$ cat src/rtl/rename_regfile.sv
// Architectural register file with per-register ROB rename tags.
// Dispatch reads values or pending tags; ROB commits write results and release renames.
module rename_regfile #(
    parameter int REG_NUM = 32,
    parameter int DATA_W  = 32,
    parameter int TAG_W   = 4
) (
    input  logic              clk,
    input  logic              rst,
    input  logic              rdy,
    input  logic              clear,
    input  logic              id_valid,
    input  logic [4:0]        id_dest_reg,
    input  logic [TAG_W-1:0]  id_tag,
    input  logic [4:0]        rs1_addr,
    input  logic [4:0]        rs2_addr,
    output logic              rs1_busy,
    output logic [TAG_W-1:0]  rs1_tag,
    output logic [DATA_W-1:0] rs1_data,
    output logic              rs2_busy,
    output logic [TAG_W-1:0]  rs2_tag,
    output logic [DATA_W-1:0] rs2_data,
    input  logic              cm_valid,
    input  logic [4:0]        cm_reg,
    input  logic [TAG_W-1:0]  cm_tag,
    input  logic [DATA_W-1:0] cm_data
);

    typedef struct packed {
        logic              busy;
        logic [TAG_W-1:0]  tag;
        logic [DATA_W-1:0] data;
    } rd_t;

    logic [DATA_W-1:0] data_q [REG_NUM];
    logic [TAG_W-1:0]  tag_q  [REG_NUM];
    logic [REG_NUM-1:0] busy_q;

    logic cm_release;
    logic cm_write;
    logic id_write;

    assign cm_write   = cm_valid && (cm_reg != 5'd0);
    assign cm_release = cm_write && busy_q[cm_reg] && (tag_q[cm_reg] == cm_tag);
    assign id_write   = id_valid && (id_dest_reg != 5'd0) && !clear;

    // A same-cycle rename is applied after the release, so the new owner wins.
    always_ff @(posedge clk) begin
        if (rst) begin
            busy_q <= '0;
            for (int i = 0; i < REG_NUM; i++) begin
                data_q[i] <= '0;
                tag_q[i]  <= '0;
            end
        end else if (rdy) begin
            if (clear) begin
                busy_q <= '0;
            end else if (cm_release) begin
                busy_q[cm_reg] <= 1'b0;
            end
            if (cm_write) begin
                data_q[cm_reg] <= cm_data;
            end
            if (id_write) begin
                busy_q[id_dest_reg] <= 1'b1;
                tag_q[id_dest_reg]  <= id_tag;
            end
        end
    end

    // Commit bypass lets dispatch pick up a value retiring this very cycle.
    function automatic rd_t lookup(
        input logic [4:0]        addr,
        input logic [DATA_W-1:0] st_data,
        input logic              st_busy,
        input logic [TAG_W-1:0]  st_tag,
        input logic              c_valid,
        input logic [4:0]        c_reg,
        input logic [TAG_W-1:0]  c_tag,
        input logic [DATA_W-1:0] c_data
    );
        rd_t r;
        r.busy = st_busy;
        r.tag  = st_tag;
        r.data = st_data;
        if (addr == 5'd0) begin
            r = '0;
        end else if (c_valid && (c_reg == addr) && st_busy && (st_tag == c_tag)) begin
            r.busy = 1'b0;
            r.data = c_data;
        end
        return r;
    endfunction

    rd_t rd1;
    rd_t rd2;

    assign rd1 = lookup(rs1_addr, data_q[rs1_addr], busy_q[rs1_addr], tag_q[rs1_addr],
                        cm_valid, cm_reg, cm_tag, cm_data);
    assign rd2 = lookup(rs2_addr, data_q[rs2_addr], busy_q[rs2_addr], tag_q[rs2_addr],
                        cm_valid, cm_reg, cm_tag, cm_data);

    assign rs1_busy = rd1.busy;
    assign rs1_tag  = rd1.tag;
    assign rs1_data = rd1.data;
    assign rs2_busy = rd2.busy;
    assign rs2_tag  = rd2.tag;
    assign rs2_data = rd2.data;

endmodule

$ cat config.mk
export PLATFORM = sky130hd
export DESIGN_NAME = rename_regfile
export DESIGN_NICKNAME = d
export VERILOG_FILES = /design/src/rtl/rename_regfile.sv
export SDC_FILE = /design/constraint.sdc
export NUM_CORES = 2
export LEC_CHECK = 0
export ABC_CLOCK_PERIOD_IN_PS = 4000
export CELL_PAD_IN_SITES_DETAIL_PLACEMENT = 0
export CELL_PAD_IN_SITES_GLOBAL_PLACEMENT = 2
export CORE_MARGIN = 5
export CORE_UTILIZATION = 46
export CTS_CLUSTER_SIZE = 10
export DETAILED_ROUTE_END_ITERATION = 7
export GPL_TIMING_DRIVEN = 0
export PLACE_DENSITY = 0.89
export SLEW_MARGIN = 10
export SYNTH_ARGS = -nofsm -noshare
export SYNTH_HDL_FRONTEND = slang
export SYNTH_SLANG_ARGS = --single-unit
$ cat constraint.sdc
create_clock -name clk -period 4 [get_ports clk]
set_input_delay 0.4 -clock clk [delete_from_list [all_inputs] [get_ports clk]]
set_output_delay 0.4 -clock clk [all_outputs]
set_load 0.01 [all_outputs]
* Yosys cells after proc, flatten, opt, wreduce, memory -nomap -nowiden
Memory sizes are Yosys's and may differ from the RTL's.
Index checks and enable logic that the tools add are counted.
** Storage, ports and cells
- Bits in writable memories :: 1152
- Bits in registers :: 32
- Logic and storage cells :: 78
- Input bits :: 66
- Memories :: 2
- Output and inout bits :: 74
** Cells by class
- Bitwise operators :: 3
- Muxes and demuxes :: 41
- Reductions and logical operators :: 20
- Equality and inequality tests :: 5
- Magnitude comparators :: 6
** Memories
- data_q :: words 32, width 32, read ports 2, clocked after memory_dff 0, write ports 32, RTL line 35 : logic [DATA_W-1:0] data_q [REG_NUM];
- tag_q :: words 32, width 4, read ports 3, clocked after memory_dff 0, write ports 32, RTL line 36 : logic [TAG_W-1:0] tag_q [REG_NUM];
** Operator list (number)
- $mux W32 :: 10
- $and A32 B32 Y32 :: 1
- $not A32 Y32 :: 1
- $or A32 B32 Y32 :: 1
- $reduce_or A32 Y1 :: 1
- $lt A5 B6 Y1 const B :: 4
- $mux W1 :: 21
- $bmux W1 S5 :: 3
- $logic_and A1 B1 Y1 :: 13
- $eq A4 B4 Y1 :: 3
- $mux W4 :: 3
- $demux W1 S5 :: 2
- $eq A5 B5 Y1 :: 2
- $ge A5 B1 Y1 const B :: 2
- $logic_not A5 Y1 :: 2
- $mux W5 :: 2
- $reduce_bool A5 Y1 :: 2
- $reduce_or A4 Y1 :: 1
- $logic_not A1 Y1 :: 1

* Depth between registers and ports, before layout
- Depth in word-level cells :: 12
- Depth in mapped cells :: 12
- Gate-level depth less buffers :: 7

* Worst setup path before layout
OpenSTA, ideal clock, no wires.
- Kind :: input to output
- Start :: input port rs2_addr[0]
- End :: output port rs2_data[24]
- Data required time :: 3600 ps
- Arrival time :: 3172 ps
- Slack :: 428 ps
- Stages :: 10
- Path buffers :: 5
- Path through :: buf_2 -> buf_6 -> buf_2 -> buf_2 -> buf_1 -> mux4_2 -> mux4_2 -> mux2_2 -> nand2_1 -> mux2i_1
** On the way
- Longest elaborated chain between the ends :: 6
- Elaborated cells between the ends (all ways) :: 12
- Classes of those cells :: 2 x eq/ne; 4 x mux; 4 x reduce/logical; 2 x memory
** Ends and longest elaborated chain
- start, declared :: RTL line 16 : input logic [4:0] rs2_addr,
- parallel branches: the longest is 5 deep, another holds $mem_v2 Z32 W4
- $mux W32 (*) :: RTL line 86 : if (addr == 5'd0) begin
- end, declared :: RTL line 22 : output logic [DATA_W-1:0] rs2_data,
Mark *: on every way between the ends. The select of a mux whose other input is x is not followed.

==> results.md <==
- Remaining Overflow, GRT: 0
- Initial antenna violation count: 5
- Final Setup Violations: 101
- DIE AREA: 151,200 µm²
- Register clock-pin slew on the reported worst setup and hold paths: 60 ps
- Tcrit/Tclk final: 112.3%
- Register area share after synthesis: 53.36%
- Critical Path RT: 3600 ps
- Max Clk Rate: 222.5 MHz
- Final critical-path required period: 4493 ps
- Outcome: finished with violations
- Syn Std Cell Area: 66,030 µm²
- Avg WL per Cell: 36.98 µm
- Arr. time, crit path: 4090 ps
- Simple-gate share of the synthesized area: 13.21%
- Num Clock Sinks: 1,184
- GRT Total Usage: 31.82%
- Slew HR: 5.773%
- Fin. max-slew vios: 0
- First-pass detailed-route iteration total: 5
- FFs w/ async S/R, synth: 0%
- Worst R2R Path Depth: 9
- Clock Skew: 22.66 ps
- Yosys warning count: 0
- Crit path launch type: flip-flop
- Synth Area in Compound Gates: 2.268%
- Multiplexer share of the synthesized area: 27.94%
- Max Cap Viol: 0
- Synth area leader: edfxtp_1
- Synth area leaders: edfxtp_1 (52%), mux4_2 (26%), and2_1 (9.7%), clkbuf_1 (2.1%), mux2i_1 (1.1%)
- Area Overhead vs Synth: 15.03%
- Share of layout cells above drive strength 1: 30.50%
- Die Span X: 388.9 µm
- Largest net degree at the start of global routing: 33
- Yosys reg bits: 1,184
- Worst Hold Class: input pin to flip-flop
- Final WL: 241,700 µm
- Power per cell area: 408.6 nW/µm²
- Final hold vios: 0
- Vias in the first global route: 44,335
- Num rows: 139
- EDFF count, synth: 1,152
- Clock buffer depth: 3
- Failing checks: negative setup slack
- Top fanout value on the critical path: 4
- DIE HEIGHT: 388.9 µm
- Post-DP HPWL: 174,300 µm
- Port bufs: 130
- Leak: 25.79 nW
- Largest family of logic cells by synthesized area: multiplexers
- Final setup margin: -493.4 ps
- CTS buffer count: 141
- Iter 0 DRT Violations: 7,055
- Tot Pwr: 31.03 mW
- Mapped Cells: 4,235
- Number of routed nets with antenna violations: 0
- Maximum VDD drop: 0.4194 mV
- Setup CP Type: flip-flop to output port
- Final nets: 4,645
- CTS Hold Bufs: 0
- Hold depth: 2
- Initial cell density of the core: 46.13%
- Core area: 143,100 µm²
- Post-route DRC violation count: 0
- CTS root buf: clkbuf_16
- Adder-Cell Fraction of Synth Area: 0%
- Clock Latency Late Sink: 780 ps
- GPL Wtd Cong: 0.9809
- Post-Synth XOR/XNOR Area: 0.2520%
- Slew of the pin with the lowest slew margin: 1410 ps
- Post-synth top area share: 52.39%
- Global-route wire length before repair: 338,300 µm
- Synth unique cells: 49
- Routed vias/inst: 6.752
- Io pins: 140
- CTS tree: built
- Avg Inst Size Synth: 15.59 µm²
- Crit. End Element: output port
- H-tree depth: 4
- Via count: 44,124
- Unrepaired setup endpoints after global routing: true
- Final hold slack: 470.6 ps
- Most used DFF post-synth: edfxtp_1
## final timing paths
kind              slack, ps      endpoint          from
setup reg to reg        560     busy_q[8]   tag_q[7][1]
hold reg to reg         470     busy_q[0]     busy_q[0]
setup / recovery       -490  rs2_data[20]  tag_q[16][2]
hold / removal          470   tag_q[4][3]     id_tag[3]
## stage by stage
step	utilization, %	area, µm²	setup TNS [ps]	setup WS [ps]	instances
after floorplan	-	66160	0	427.7	4270
after global placement	48.79	69840	-1625030	-3543	6303
after detailed placement	48.85	69910	-1583370	-3041	6307
after CTS	52.95	75790	-20690	-458.1	6528
after global routing	53.06	75940	-29020	-583.7	6533
final	53.06	75950	-24730	-493.4	6535
## synth_stat cells (25+ instances only)
library cell	instances
mux2i_1	72
a22oi_1	38
nor2_1	78
mux2_2	38
and2_1	1021
buf_2	50
edfxtp_1	1152
nand2b_1	25
buf_1	61
mux4_2	768
nand2_1	73
dfxtp_1	32
o31ai_1	32
or2_2	40
and3_1	110
a21oi_1	49
clkbuf_1	367
## cell usage in the layout, fill, tap and decap left out, types with 20 or more instances in the layout
cell and instances:
mux2i_1 40, or2_2 32, o21ai_0 22, conb_1 36, and3_1 109, dfxtp_1 32
mux2_2 37, mux4_2 768, clkbuf_4 20, mux2i_4 21, buf_2 60, buf_4 57
clkbuf_1 317, a21oi_1 21, nand2_1 73, clkbuf_16 151, clkdlybuf4s50_1 60, a21oi_4 20
edfxtp_1 1152, a311o_1 21, a22oi_1 38, nand2b_1 25, clkbuf_2 43, and2_1 1021
nor2_1 76, buf_6 65, a21o_1 24
## kinds of logic after synthesis
| family | count (synthesis) |
|---|---|
| compound gates | 217 |
| buf+inv | 490 |
| flops | 1184 |
| xor+xnor | 19 |
| other cells | 1 |
| simple gates | 1446 |
| mux | 878 |
## critical path, cell delays in order, from the launching register on
cell and delay [ps]:
edfxtp_1 500, mux4_2 490, mux2_4 300, or3_1 310, o211ai_1 150, xnor2_1 160
nor4_4 350, buf_12 190, buf_12 120, buf_16 140, mux2i_4 410, buf_2 210
## sequential cells by signal (all words and copies together) (netlist names)
register	flops
data_q	1024
tag_q	128
busy_q	32
## repair_timing
| action | in CTS | in global routing |
|---|---|---|
| buffers inserted | 26 | 7 |
| hold endpoints to repair | 0 | 0 |
| resized for setup | 860 | 43 |
| pin swaps | 12 | 4 |
| setup endpoints to repair | 852 | 222 |
| cloned | 4 | 0 |
## area by class of cell
type,count,area (µm²)
clock inverter,17,176.4
fill,11581,67190
antenna,3,7.507
clock buffer,176,3745
buffer,484,2778
multi-input combinational,2596,29990
sequential,1184,35230
timing repair buffer,168,1625
inverter,4,15.01
tap,1903,2381
## layer usage
layer	GRT usage (%)	wire length (µm)
met1	43.75	90480
met2	46.74	105600
met3	9.191	30540
met4	15.75	14990
met5	0	0
## power by group
| part | switching, mW | total (mW) | internal [mW] |
|---|---|---|---|
| logic | 2.66 | 4.73 | 2.06 |
| registers | 0.375 | 14.6 | 14.3 |
| clock network | 5.04 | 11.7 | 6.64 |
| total | 8.07 | 31.0 | 23.0 |
No activity file was read; power rests on OpenSTA's default activity.
